[config.mk]
export PLATFORM = sky130hd
export DESIGN_NAME = text_tile_renderer
export DESIGN_NICKNAME = d
export VERILOG_FILES = /design/src/rtl/text_tile_renderer.sv
export SDC_FILE = /design/constraint.sdc
export NUM_CORES = 1
export LEC_CHECK = 0
export BUFFER_PORTS_ARGS = -buffer_cell sky130_fd_sc_hd__buf_2
export CORE_MARGIN = 2
export CORE_UTILIZATION = 60
export CTS_CLUSTER_DIAMETER = 40
export DETAILED_ROUTE_END_ITERATION = 10
export PLACE_DENSITY = 0.77
export SYNTH_ARGS = -nofsm -noshare
export SYNTH_HDL_FRONTEND = slang
export SYNTH_SLANG_ARGS = --single-unit
[constraint.sdc]
create_clock -name clk -period 9.8 [get_ports clk]
set_clock_uncertainty 0.05 [all_clocks]
set_input_delay 0.49 -clock clk [delete_from_list [all_inputs] [get_ports clk]]
set_output_delay 0.49 -clock clk [all_outputs]
set_load 0.02 [all_outputs]
[src/rtl/text_tile_renderer.sv]
// text_tile_renderer
//   Character-cell text overlay placed between the VGA sync unit and the RGB
//   mux. A COLS x ROWS tile RAM holds {char[6:0], attr[3:0]} per cell; glyphs
//   come from the shared 8x16 font ROM, scaled by 2^SCALE_LOG2.
//
// Ports
//   clk, reset            system clock, asynchronous active-high reset
//   pixel_x, pixel_y      current pixel coordinates from the sync unit
//   wr_en/wr_col/wr_row   cell write request and target cell
//   wr_char, wr_attr      ASCII code, attribute ([3]=blink, [2:0]=palette)
//   wr_ready              high while writes are accepted (IDLE)
//   clear_req             one-cycle pulse: blank every cell
//   cursor_en/col/row     blinking block cursor
//   rom_addr, rom_data    font ROM port, data valid one cycle after address
//   text_on, text_RGB     window flag and colour, 3 clk after the pixel
module text_tile_renderer #(
    parameter int unsigned COLS       = 16,
    parameter int unsigned ROWS       = 4,
    parameter int unsigned SCALE_LOG2 = 1,
    parameter int unsigned ORIGIN_X   = 0,
    parameter int unsigned ORIGIN_Y   = 0,
    parameter int unsigned BLINK_DIV  = 12500000,
    parameter logic [11:0] BG_RGB     = 12'h0AA,
    localparam int unsigned CW = (COLS > 1) ? $clog2(COLS) : 1,
    localparam int unsigned RW = (ROWS > 1) ? $clog2(ROWS) : 1
) (
    input  logic          clk,
    input  logic          reset,
    input  logic [9:0]    pixel_x,
    input  logic [9:0]    pixel_y,
    input  logic          wr_en,
    input  logic [CW-1:0] wr_col,
    input  logic [RW-1:0] wr_row,
    input  logic [6:0]    wr_char,
    input  logic [3:0]    wr_attr,
    output logic          wr_ready,
    input  logic          clear_req,
    input  logic          cursor_en,
    input  logic [CW-1:0] cursor_col,
    input  logic [RW-1:0] cursor_row,
    output logic [10:0]   rom_addr,
    input  logic [7:0]    rom_data,
    output logic          text_on,
    output logic [11:0]   text_RGB
);

    localparam int unsigned CELLS = COLS * ROWS;
    localparam int unsigned IW    = (CELLS > 1) ? $clog2(CELLS) : 1;
    localparam int unsigned BW    = (BLINK_DIV > 1) ? $clog2(BLINK_DIV) : 1;

    localparam logic [IW-1:0] LAST_CELL  = IW'(CELLS - 1);
    localparam logic [BW-1:0] BLINK_LAST = BW'(BLINK_DIV - 1);
    localparam logic [CW:0]   COLS_C     = (CW + 1)'(COLS);
    localparam logic [RW:0]   ROWS_C     = (RW + 1)'(ROWS);
    localparam logic [10:0]   ORG_X      = 11'(ORIGIN_X);
    localparam logic [10:0]   ORG_Y      = 11'(ORIGIN_Y);
    localparam logic [11:0]   WIN_W      = 12'(COLS * (8 << SCALE_LOG2));
    localparam logic [11:0]   WIN_H      = 12'(ROWS * (16 << SCALE_LOG2));

    typedef enum logic {
        ST_CLEAR,
        ST_IDLE
    } state_t;

    state_t         state;
    logic [IW-1:0]  sweep;
    logic [BW-1:0]  blink_cnt;
    logic           blink_phase;

    // ---------------------------------------------------------------
    // Control FSM: clear sweep and write acceptance
    // ---------------------------------------------------------------
    always_ff @(posedge clk or posedge reset) begin
        if (reset) begin
            state    <= ST_CLEAR;
            sweep    <= '0;
            wr_ready <= 1'b0;
        end else begin
            case (state)
                ST_CLEAR: begin
                    if (clear_req) begin
                        sweep <= '0;
                    end else if (sweep == LAST_CELL) begin
                        state    <= ST_IDLE;
                        wr_ready <= 1'b1;
                    end else begin
                        sweep <= sweep + 1'b1;
                    end
                end
                default: begin
                    if (clear_req) begin
                        state    <= ST_CLEAR;
                        sweep    <= '0;
                        wr_ready <= 1'b0;
                    end
                end
            endcase
        end
    end

    // Single RAM write port shared by the clear sweep and host writes.
    // A clear request suppresses both (the sweep restarts, the write is lost).
    logic           ram_we;
    logic [IW-1:0]  ram_waddr;
    logic [10:0]    ram_wdata;
    logic           wr_in_range;

    assign wr_in_range = ({1'b0, wr_col} < COLS_C) && ({1'b0, wr_row} < ROWS_C);

    always_comb begin
        ram_we    = 1'b0;
        ram_waddr = sweep;
        ram_wdata = '0;
        if (!reset && !clear_req) begin
            if (state == ST_CLEAR) begin
                ram_we = 1'b1;
            end else if (wr_en && wr_in_range) begin
                ram_we    = 1'b1;
                ram_waddr = IW'(int'(wr_row) * COLS + int'(wr_col));
                ram_wdata = {wr_char, wr_attr};
            end
        end
    end

    // ---------------------------------------------------------------
    // Blink timebase
    // ---------------------------------------------------------------
    always_ff @(posedge clk or posedge reset) begin
        if (reset) begin
            blink_cnt   <= '0;
            blink_phase <= 1'b0;
        end else if (blink_cnt == BLINK_LAST) begin
            blink_cnt   <= '0;
            blink_phase <= ~blink_phase;
        end else begin
            blink_cnt <= blink_cnt + 1'b1;
        end
    end

    // ---------------------------------------------------------------
    // Coordinate decode (combinational, feeds stage 1)
    // ---------------------------------------------------------------
    logic [10:0]   dx, dy;
    logic [10:0]   col_full, row_full;
    logic          in_win;
    logic          cursor_hit;
    logic [IW-1:0] rd_idx;

    assign dx       = {1'b0, pixel_x} - ORG_X;
    assign dy       = {1'b0, pixel_y} - ORG_Y;
    assign col_full = dx >> (SCALE_LOG2 + 3);
    assign row_full = dy >> (SCALE_LOG2 + 4);

    // The >= origin terms reject pixels left of / above the window, whose dx/dy wrap.
    assign in_win = ({1'b0, pixel_x} >= ORG_X) && ({1'b0, dx} < WIN_W) &&
                    ({1'b0, pixel_y} >= ORG_Y) && ({1'b0, dy} < WIN_H);

    assign cursor_hit = cursor_en && blink_phase &&
                        (col_full == 11'(cursor_col)) && (row_full == 11'(cursor_row));

    // Outside the window the cell index is meaningless; park it on cell 0.
    assign rd_idx = in_win ? IW'(int'(row_full) * COLS + int'(col_full)) : '0;

    // ---------------------------------------------------------------
    // Tile RAM: synchronous read, read-first against a same-edge write
    // ---------------------------------------------------------------
    logic [10:0] tile_ram [CELLS];
    logic [10:0] tile_q;

    always_ff @(posedge clk) begin
        if (ram_we) begin
            tile_ram[ram_waddr] <= ram_wdata;
        end
        tile_q <= tile_ram[rd_idx];
    end

    // ---------------------------------------------------------------
    // Display pipeline
    //   s1: RAM read + side data   s2: rom_addr   s3: wait for rom_data
    //   out: colour select
    // ---------------------------------------------------------------
    logic       s1_valid, s1_win, s1_hit, s1_phase;
    logic [2:0] s1_bit;
    logic [3:0] s1_grow;
    logic       s2_valid, s2_win, s2_hit, s2_phase;
    logic [2:0] s2_bit;
    logic [3:0] s2_attr;
    logic       s3_valid, s3_win, s3_hit, s3_phase;
    logic [2:0] s3_bit;
    logic [3:0] s3_attr;

    always_ff @(posedge clk or posedge reset) begin
        if (reset) begin
            s1_valid <= 1'b0; s1_win <= 1'b0; s1_hit <= 1'b0; s1_phase <= 1'b0;
            s1_bit   <= '0;   s1_grow <= '0;
            s2_valid <= 1'b0; s2_win <= 1'b0; s2_hit <= 1'b0; s2_phase <= 1'b0;
            s2_bit   <= '0;   s2_attr <= '0;
            s3_valid <= 1'b0; s3_win <= 1'b0; s3_hit <= 1'b0; s3_phase <= 1'b0;
            s3_bit   <= '0;   s3_attr <= '0;
            rom_addr <= '0;
        end else begin
            s1_valid <= 1'b1;
            s1_win   <= in_win;
            s1_hit   <= cursor_hit;
            s1_phase <= blink_phase;
            s1_bit   <= dx[SCALE_LOG2 +: 3];
            s1_grow  <= dy[SCALE_LOG2 +: 4];

            rom_addr <= {tile_q[10:4], s1_grow};
            s2_valid <= s1_valid;
            s2_win   <= s1_win;
            s2_hit   <= s1_hit;
            s2_phase <= s1_phase;
            s2_bit   <= s1_bit;
            s2_attr  <= tile_q[3:0];

            s3_valid <= s2_valid;
            s3_win   <= s2_win;
            s3_hit   <= s2_hit;
            s3_phase <= s2_phase;
            s3_bit   <= s2_bit;
            s3_attr  <= s2_attr;
        end
    end

    function automatic logic [11:0] palette(input logic [2:0] idx);
        case (idx)
            3'd0:    palette = 12'hFFF;
            3'd1:    palette = 12'h2F2;
            3'd2:    palette = 12'hF11;
            3'd3:    palette = 12'h0AA;
            3'd4:    palette = 12'hFF0;
            3'd5:    palette = 12'h00F;
            3'd6:    palette = 12'hF0F;
            default: palette = 12'h888;
        endcase
    endfunction

    logic        glyph_px;
    logic [11:0] fg, on_rgb, off_rgb;

    assign glyph_px = rom_data[3'd7 - s3_bit] & ~(s3_attr[3] & s3_phase);
    assign fg       = palette(s3_attr[2:0]);
    assign on_rgb   = s3_hit ? BG_RGB : fg;
    assign off_rgb  = s3_hit ? fg : BG_RGB;

    always_ff @(posedge clk or posedge reset) begin
        if (reset) begin
            text_on  <= 1'b0;
            text_RGB <= 12'h000;
        end else begin
            text_on  <= s3_valid & s3_win;
            text_RGB <= (s3_valid & s3_win) ? (glyph_px ? on_rgb : off_rgb) : 12'h000;
        end
    end

endmodule

* Yosys cells after proc, flatten, opt, wreduce, memory -nomap -nowiden
Memories as Yosys holds them, arrays and structs flattened. A register that Yosys moved wholly into a read port is not among the register bits. Cells that the tools add are included.
Word-level totals: bits in writable memories 704, word-level logic and storage cells 96, output and inout bits 25, memories kept 1, input port bits 56, register bits 90
Operators by class: order comparisons 3, muxes and demuxes 32, add/subtract/negate cells 5, reduce and logical (&&, ||, !) cells 11, equality and inequality tests 13, bitwise logic cells 5
Memories:
- tile_ram | words 64, width 11, rd ports 1, clocked after Yosys merged registers in 1, write ports 1, RTL line 167 | logic [10:0] tile_ram [CELLS];
Operators by type and width (count):
- 12-bit one-hot mux with 7 select lines | 1
- 12-bit 2-to-1 mux | 4
- 6-bit 2-to-1 mux | 8
- 11-bit 2-to-1 mux | 3
- 24-bit by 1-bit adder with 24-bit output, second input constant | 1
- 24-bit equality test, second input constant | 1
- 24-bit 2-to-1 mux | 1
- 1-bit 2-to-1 mux | 14
- 10-bit by 8-bit < comparator with 1-bit output, second input constant | 1
- 10-bit by 9-bit < comparator with 1-bit output, second input constant | 1
- 3-bit equality test, second input constant | 3
- 6-bit by 1-bit adder with 6-bit output, second input constant | 1
- 6-bit by 4-bit adder with 6-bit output | 1
- 6-bit adder | 1
- 3-bit by 2-bit equality test with 1-bit output, second input constant | 2
- 6-bit by 4-bit equality test with 1-bit output | 1
- 6-bit equality test, second input constant | 1
- 5-bit by 2-bit equality test with 1-bit output | 1
- 1-bit logical AND | 5
- 3-bit by 4-bit < comparator with 1-bit output, second input constant | 1
- 2-bit != test, second input constant | 2
- 1-bit bitwise AND | 3
- 1-bit binary-select mux with 3-bit select | 1
- 3-bit by 1-bit equality test with 1-bit output, second input constant | 1
- other kinds (8) | 10

* Logic depth before layout (Yosys ltp)
Gate-level depths: netlist of the first run.
depth in word-level cells 6, depth in mapped cells 11, mapped depth without buffers 7

* Worst setup path after synthesis of the first run
OpenSTA, ideal clock, no wires.
path kind input to register, start point input reset, end point memory tile_ram[32][0], enable pin, path buffers 0, arrival time 3.485 ns, required time 9.372 ns, setup time 0.378 ns, slack 5.887 ns, cell stages on the path 4, cell sequence inv_1 > and3_1 > nand2_1 > nor2_1
On the way: longest elaborated chain between the ends 5, elaborated cells on any way between the ends 6, those cells by class mux: 4; reduce/logical: 2
Ends and longest elaborated chain:
- start: declaration | RTL line 28 | input logic reset,
- 1-bit zero test (no source line) (*)
- 1-bit logical AND (*) | RTL line 114 | if (!reset && !clear_req) begin
- 1-bit 2-to-1 mux | RTL line 114
- 1-bit 2-to-1 mux | RTL line 171 | if (ram_we) begin
- 1-bit 2-to-1 mux (implied by the code) | RTL line 172 | tile_ram[ram_waddr] <= ram_wdata;
- end: declaration | RTL line 167
Mark *: on every way between the ends. The rest lies on a longest branch, timed or not.

* Worst setup path in the final report of the first run
start point input pixel_x[4], end point register tile_q[7], read port of tile_ram
On the way: longest elaborated chain between the ends 3, elaborated cells on any way between the ends 4, those cells by class add/sub: 1; order compare: 1; mux: 1; reduce/logical: 1
Ends and longest elaborated chain:
- start: declaration | RTL line 29 | input logic [9:0] pixel_x,
- 10-bit by 9-bit < comparator with 1-bit output | RTL line 155 | assign in_win = ({1'b0, pixel_x} >= ORG_X) && ({1'b0, dx} < WIN_W) &&
- 1-bit logical AND | RTL line 156 | ({1'b0, pixel_y} >= ORG_Y) && ({1'b0, dy} < WIN_H);
- 6-bit 2-to-1 mux (*) | RTL line 162 | assign rd_idx = in_win ? IW'(int'(row_full) * COLS + int'(col_full)) : '0;
- end: declaration | RTL line 168 | logic [10:0] tile_q;
Marked as above. A chain may end at the register's enable or synchronous reset.

==> results of run 1 <==
per-stage QoR:
stage	setup WS (ns)	hold WS [ns]	instances	utilization
6_report	5.266	0.1217	2895	0.6895
5_1_grt	5.207	0.1296	2895	0.6895
4_1_cts	5.479	0.1003	2895	0.6895
3_5_place_dp	4.813	0.2825	2705	0.6258
3_3_place_gp	4.835	0.2711	2705	0.6258
2_1_floorplan	5.887	0.2663	2019	-
cell type report:
type | instances | area (um^2)
tap | 688 | 860.8
multi-input combinational | 1079 | 7542
timing repair buffer | 126 | 782.0
sequential | 804 | 23590
fill | 3356 | 16250
inverter | 16 | 62.56
clock inverter | 68 | 649.4
clock buffer | 114 | 2606
report_power, final:
group | switching, mW | internal, mW | total, mW
combinational | 0.136 | 0.0676 | 0.204
sequential | 0.0109 | 3.69 | 3.70
clock | 1.43 | 2.12 | 3.55
total | 1.58 | 5.88 | 7.46
sequential cells by signal (all words and copies together) (netlist names), 3 cells and up:
name	cells
s2_attr	4
tile_ram	704
s3_bit	3
sweep	6
text_RGB	11
blink_cnt	24
s1_bit	3
s3_attr	4
s1_grow	4
s2_bit	3
tile_q	11
rom_addr	11
what timing repair did:
action,CTS,global route
gates resized for setup,0,0
hold buffers,8,0
endpoints found under the hold margin,54,0
kinds of logic (layout without fill, tap and decap cells):
kind of cell / count (synthesis) / count (layout)
compound gates: 436 / 436
fa+ha+maj: 4 / 4
buf+inv: 136 / 324
other cells: 1 / 1
simple gates: 429 / 429
flops: 804 / 804
xor+xnor: 37 / 37
mux: 172 / 172
worst min-delay path by stage:
stage               slack, ns       start           end
floorplan                0.27  tile_q[10]  rom_addr[10]
global placement         0.27   tile_q[7]   rom_addr[7]
detailed placement       0.28   tile_q[9]   rom_addr[9]
CTS                      0.10   clear_req      sweep[2]
global route             0.13   clear_req      sweep[1]
finish                   0.12   clear_req      sweep[1]
metal layers:
metal / GRT usage / vias to the layer above / wire (um)
met5: 0 / - / 11
met4: 0.1483 / 2 / 4179
met3: 0.07959 / 277 / 8986
met2: 0.4517 / 1283 / 36900
met1: 0.3844 / 9555 / 28760
li1: - / 8234 / -
synthesized netlist by cell type, drive strengths merged, types with 9 or more instances:
library cell | count | area share
nand4 | 11 | 0.0022
mux2i | 108 | 0.034
a211o | 9 | 0.0025
nand2b | 10 | 0.0020
mux2 | 52 | 0.019
dfrtp | 89 | 0.070
xor2 | 25 | 0.0069
a211oi | 41 | 0.0097
a21oi | 84 | 0.013
or3 | 20 | 0.0040
and2 | 14 | 0.0028
mux4 | 12 | 0.0085
o22ai | 48 | 0.0095
a31oi | 11 | 0.0022
buf | 47 | 0.0069
nand2 | 118 | 0.014
nor2 | 147 | 0.018
clkbuf | 73 | 0.0087
and3 | 14 | 0.0028
inv | 14 | 0.0017
o32ai | 18 | 0.0050
a22oi | 18 | 0.0043
nor4 | 13 | 0.0026
edfxtp | 704 | 0.67
o31ai | 10 | 0.0024
xnor2 | 12 | 0.0033
dfxtp | 11 | 0.0070
nand3 | 33 | 0.0052
o221a | 18 | 0.0064
nor3 | 20 | 0.0032
o21ai | 46 | 0.0074
o2111ai | 14 | 0.0039
o221ai | 48 | 0.013
worst max-delay path: cells and delay by family:
| family | cells | cell delay (ns) |
|---|---|---|
| buffers and inverters | 4 | 2.42 |
| AOI/OAI and AO/OA | 4 | 1.40 |
| muxes | 1 | 0.41 |
==> summary.txt, run 1 <==
Clocking
  • CTS root buf: clkbuf_16
  • Setup Buffers After CTS: 0
  • Clk_lat worst skew: between 0.6 and 0.7 ns
  • CTS buffer count: between 90 and 100
  • Clock tree buffer depth: 3
  • CTS H-tree depth: 3
  • CTS tree: done
  • Clk pin slew, worst setup/hold paths: ~0.06 ns
  • Clock sinks: ~800

Synth
  • Complex-gate fraction of the synthesized area: 0.09973
  • Main flop type after synthesis: edfxtp_1
  • Post-synth EDFFs: roughly 700
  • Post-Synth Adder-Cell Area: 0.001820
  • Sequential share of the synthesized area: 0.7458
  • Yosys warns: 0
  • Combinational family with the most area after synthesis: compound AO/OA/AOI/OAI gates
  • Cell variety after synth: 74
  • Synth Instances: 2019
  • Netlist Area Pre-Place: around 32000 um^2
  • Syn Nets: 2079
  • Ys async rst share: 0.1107
  • #FFs+latches synth: 804
  • Synth Area per Inst: about 16 um^2
  • Mux cell area share after synthesis: 0.06124
  • Synth Area in Simple Gates: 0.06357
  • Xor-xnor portion of the synthesized cell area: 0.01025

Critical path
  • Setup crit end kind: flop
  • Reg2Reg Setup Slack: ~6.4 ns
  • CP arrival: a little under 5 ns
  • Startpoint types: input pin
  • Worst R2R Start: state
  • Critical Path Source: pixel_x[4]
  • Critical Path Sink: tile_q[7]
  • Critical path data required time: 10.14 ns
  • Cell chain of the critical path: clkbuf_8 -> buf_4 -> buf_4 -> buf_4 -> mux2_2 -> o221ai_1 -> o22ai_1 -> a22oi_1 -> o311ai_0
  • Reg2Reg Depth: 6
  • CP most frequent cell: buf_4
  • Crit-path max FO: 51
  • Max incr delay on CP: roughly 0.81 ns
  • Kind of critical path: in2reg
  • Slowest stage cell, crit path: buf_4
  • R2R Path End: tile_ram[55][9]

Final layout
  • Synthesis-to-finish area growth: 14.11%
  • Commonest cells after routing, fill and taps aside: edfxtp_1 (704), nor2_1 (144), nand2_1 (118)
  • Commonest non-fill, non-tap cell in the layout: edfxtp_1
  • Cell area after layout: around 36000 um^2
  • Share of cells above drive strength 1: 0.1772
  • Layout Nets: 2185
  • Ant diodes: 0

Timing
  • Setup TNS Final: 0 ns
  • RSZ-0062 raised after global routing: no
  • Fmax: approximately 220 MHz
  • Final Max Slew Viols: 0
  • Slew margin rel.: 0.1352
  • Final setup vio count: 0
  • Min Tclk post-route: between 4 and 5 ns
  • Final Hold Fails: 0
  • Final period util: 0.4626
  • Worst Tran Pin Value: between 1 and 1.5 ns

Hold path
  • Worst hold path type: in2reg
  • Hold depth: 2

Global routing
  • Initial antenna violation count: 2
  • GRT Resource Usage Total: 0.2924
  • Global-route wire length before repair: approximately 120000 um
  • GR Overflow Total: 0
  • Largest net degree at the start of global routing: 65
  • Number of global-route vias before repair: around 19000

Floorplan
  • Core ar.: roughly 52000 um^2
  • # rows: 84
  • Die X: approximately 230 um
  • Initial Util: 0.6043
  • Die area: approximately 55000 um^2
  • IO Pins: between 80 and 90
  • Die span in y: between 200 and 250 um

Outcome
  • Status: complete, no violations

Power
  • Leakage: ~14 nW
  • Power Dens Cells: between 200 and 250 nW/um^2
  • Maximum VDD drop: approximately 0.17 mV
  • Power, Total: 7.460 mW

Routing
  • Vias: 19350
  • Routed Antenna Nets: 0
  • WL/cell: about 27 um
  • DR iter-0 viols: between 2000 and 3000
  • DRT Pass-1 Iters: 6
  • Routed vias/inst: about 6.7
  • Routed wire length: ~79000 um
  • Post-route DRC: 0

Placement
  • Cell Area, Placed: roughly 33000 um^2
  • Gpl congestion: approximately 0.95
  • IO Port Bufs: 78
  • HPWL after DPL: 45130 um

Job
  • Max-cap check violation count: 0
No activity file was read; power rests on OpenSTA's default activity.
==> run 2, diff against run 1 <==
Settings changed: ABC_AREA from default to 1.
Clock period 9.8 ns to 4.7 ns, I/O delays scaled along.
==> summary.txt, run 2 <==
Clocking
  • Clock sinks: 804 (unchanged)
  • CTS H-tree depth: 3 (unchanged)
  • CTS root buf: clkbuf_16
  • Clk pin slew, worst setup/hold paths: 0.06 ns (about the same)
  • CTS tree: done
  • Clock tree buffer depth: 3 (unchanged)
  • CTS buffer count: 99 (+1.0%)
  • Clk_lat worst skew: 0.64 ns (about the same)

Synth
  • Yosys warns: 0 (unchanged)
  • Cell variety after synth: 40 (-46%)
  • Synth Area in Simple Gates: 0.2100 (+0.1464)
  • Top cells by count, synth: nand2_1 (878), edfxtp_1 (704), nand3_1 (624), inv_1 (606), nor2_1 (122)
  • Post-Synth Adder-Cell Area: 0.001666 (-0.0001542)
  • Sequential share of the synthesized area: 0.6826 (-0.06319)
  • Most common cell in the netlist: nand2_1
  • Synth top area cells: edfxtp_1 (61%), nand2_1 (9.5%), nand3_1 (9.0%), inv_1 (6.6%), dfrtp_1 (6.4%)
  • Top cell type's share of synthesized area: 0.6118 (-0.05663)
  • Largest area contributor in the netlist: edfxtp_1
  • Combinational family with the most area after synthesis: simple AND/OR/NAND/NOR gates
  • #FFs+latches synth: 804 (unchanged)
  • Syn Nets: 3408 (+64%)
  • Mux cell area share after synthesis: 0 (-0.06124)
  • Xor-xnor portion of the synthesized cell area: 0.003295 (-0.006951)
  • Main flop type after synthesis: edfxtp_1
  • Netlist Area Pre-Place: 34560 um^2 (+9.3%)
  • Ys async rst share: 0.1107 (unchanged)
  • Synth Area per Inst: 10.32 um^2 (-34%)
  • Synth Instances: 3348 (+66%)
  • Complex-gate fraction of the synthesized area: 0.01380 (-0.08594)
  • Post-synth EDFFs: 704 (unchanged)

Routing
  • DRT Pass-1 Iters: 6 (unchanged)
  • Routed wire length: 88410 um (+12%)
  • WL/cell: 20.53 um (-25%)
  • Vias: 24750 (+28%)
  • DR iter-0 viols: 3324 (+30%)
  • Post-route DRC: 0 (unchanged)
  • Routed Antenna Nets: 0 (unchanged)
  • Routed vias/inst: 5.746 (-14%)

Critical path
  • Max incr delay on CP: 1.20 ns (+0.39 ns)
  • Startpoint types: input pin
  • Worst R2R Start: state
  • Crit-path max FO: 17 (-67%)
  • WP buf/inv: 3 (-1)
  • Cell chain of the critical path: dlygate4sd3_1 -> buf_2 -> nor2_2 -> nand3_2 -> buf_4 -> o21ai_2 -> nand4_1 -> nor2_1
  • Slowest stage cell, crit path: nor2_1
  • Critical path data required time: 4.90 ns (-5.24 ns)
  • Cell family with most CP delay: simple AND/OR/NAND/NOR gates
  • CP arrival: 4.11 ns (-0.77 ns)
  • Kind of critical path: in2reg
  • Critical Path Source: clear_req
  • Setup crit end kind: flop

Global routing
  • GR Overflow Total: 0 (unchanged)
  • Largest net degree at the start of global routing: 174 (+170%)
  • Global-route wire length before repair: 134500 um (+15%)
  • GRT Resource Usage Total: 0.2971 (+0.004706)
  • Initial antenna violation count: 0 (-2)
  • Number of global-route vias before repair: 24180 (+27%)

Timing
  • Worst Tran Pin Value: 1.379 ns (+0.09332 ns)
  • Slew margin rel.: 0.07869 (-0.05649)
  • Final Max Slew Viols: 0 (unchanged)
  • Min Tclk post-route: about 3.9 ns
  • Final setup vio count: 0 (unchanged)
  • Fmax: around 260 MHz
  • Final Hold Fails: 0 (unchanged)
  • RSZ-0062 raised after global routing: no
  • Final period util: 0.8302
  • Setup TNS Final: 0 ns (unchanged)

Placement
  • Total placed cells including tap cells: 4110 (+52%)
  • IO Port Bufs: 78 (unchanged)
  • Gpl congestion: 0.8822 (-7.1%)
  • Cell Area, Placed: 36070 um^2 (+10%)
  • HPWL after DPL: 50610 um (+12%)

Final layout
  • Commonest non-fill, non-tap cell in the layout: nand2_1
  • Layout Cells excl Fill: 4307 (+49%)
  • Max reg flops: 704 (unchanged)
  • Ant diodes: 0 (unchanged)
  • Commonest cells after routing, fill and taps aside: nand2_1 (878), edfxtp_1 (704), nand3_1 (624)
  • Final design utilization: 0.6995 (+0.009929)
  • Largest register by flop count: tile_ram
  • Biggest regs: tile_ram: 704 flops, blink_cnt: 24 flops
  • Synthesis-to-finish area growth: 14.80%
  • Share of cells above drive strength 1: 0.1050 (-0.07212)
  • Layout Nets: 3528 (+61%)
  • Cell area after layout: 39670 um^2 (+9.9%)

Hold path
  • Hold path start: wr_char[1]
  • Worst hold path type: in2reg

Floorplan
  • Core ar.: 56710 um^2 (+8.4%)
  • Die span in y: 244.0 um (+4.4%)
  • Die area: 59530 um^2 (+9.1%)
  • IO Pins: 81 (unchanged)
  • # rows: 87 (+3.6%)
  • Initial Util: 0.6093 (+0.005031)
  • Die X: 244.0 um (+4.4%)

Power
  • Power Dens Cells: 401.1 nW/um^2 (+94%)
  • Maximum VDD drop: 0.3097 mV (+82%)
  • Leakage: 16.90 nW (+23%)

Job
  • Max-cap check violation count: 0 (unchanged)

Outcome
  • Status: complete, no violations
[run 2: path summary, 6_finish.rpt]
path	cells past startpoint	slack [ns]	end
min in group asynchronous	3	0.10	state
worst max-delay path	8	0.80	tile_ram[9][4]
worst min-delay path	3	0.05	tile_ram[45][5]
worst min register to register	0	0.27	rom_addr[5]
max in group asynchronous	4	3.32	rom_addr[9]
worst max register to register	5	0.87	tile_ram[9][4]
[run 2: cells by family after synthesis]
logic type,after synthesis
adder cells (fa/ha/maj),4
AND/OR/NAND/NOR,1681
XOR/XNOR,13
AO/OA/AOI/OAI,77
buffers and inverters,768
flip-flops,804
other,1
[run 2: final cells by class]
class                           count  area [um^2]
Fill cell                        3730        17040
Tap cell                          756        945.9
Clock buffer                      118         2684
Multi-Input combinational cell   1776         8059
Timing Repair Buffer              175         1301
Inverter                          612         2302
Clock inverter                     66        789.5
Sequential cell                   804        23590
[run 2: report_power, final]
| part | switching, mW | internal, mW |
|---|---|---|
| combinational | 0.218 | 0.0894 |
| sequential | 0.0200 | 7.70 |
| clock | 3.04 | 4.85 |
| total | 3.27 | 12.6 |
[run 2: timing repair]
action	CTS	global route
hold buffers	13	0
buffers inserted	0	0
gates resized for setup	0	0
hold endpoints to repair	38	0
[run 2: routing by layer]
layer	vias up	track usage	share of wire
li1	11180	-	-
met1	11850	0.3902	0.37
met2	1473	0.4859	0.48
met3	247	0.05586	0.11
met4	0	0.1341	0.043
met5	-	0	0
[run 2: stage by stage]
step,hold slack [ns],power (mW),setup WS [ns]
2_1_floorplan,0.2164,8.032,1.632
3_3_place_gp,0.1916,8.148,0.9850
6_report,0.05366,15.91,0.7979
3_5_place_dp,0.2008,8.162,0.8730
4_1_cts,0.03999,15.96,0.9729
5_1_grt,0.04131,16.28,0.7472
[run 2: worst min-delay path: cells and delay by family]
| kind | cells | cell delay, ns |
|---|---|---|
| simple gates | 1 | 0.12 |
| buf+inv | 2 | 0.18 |
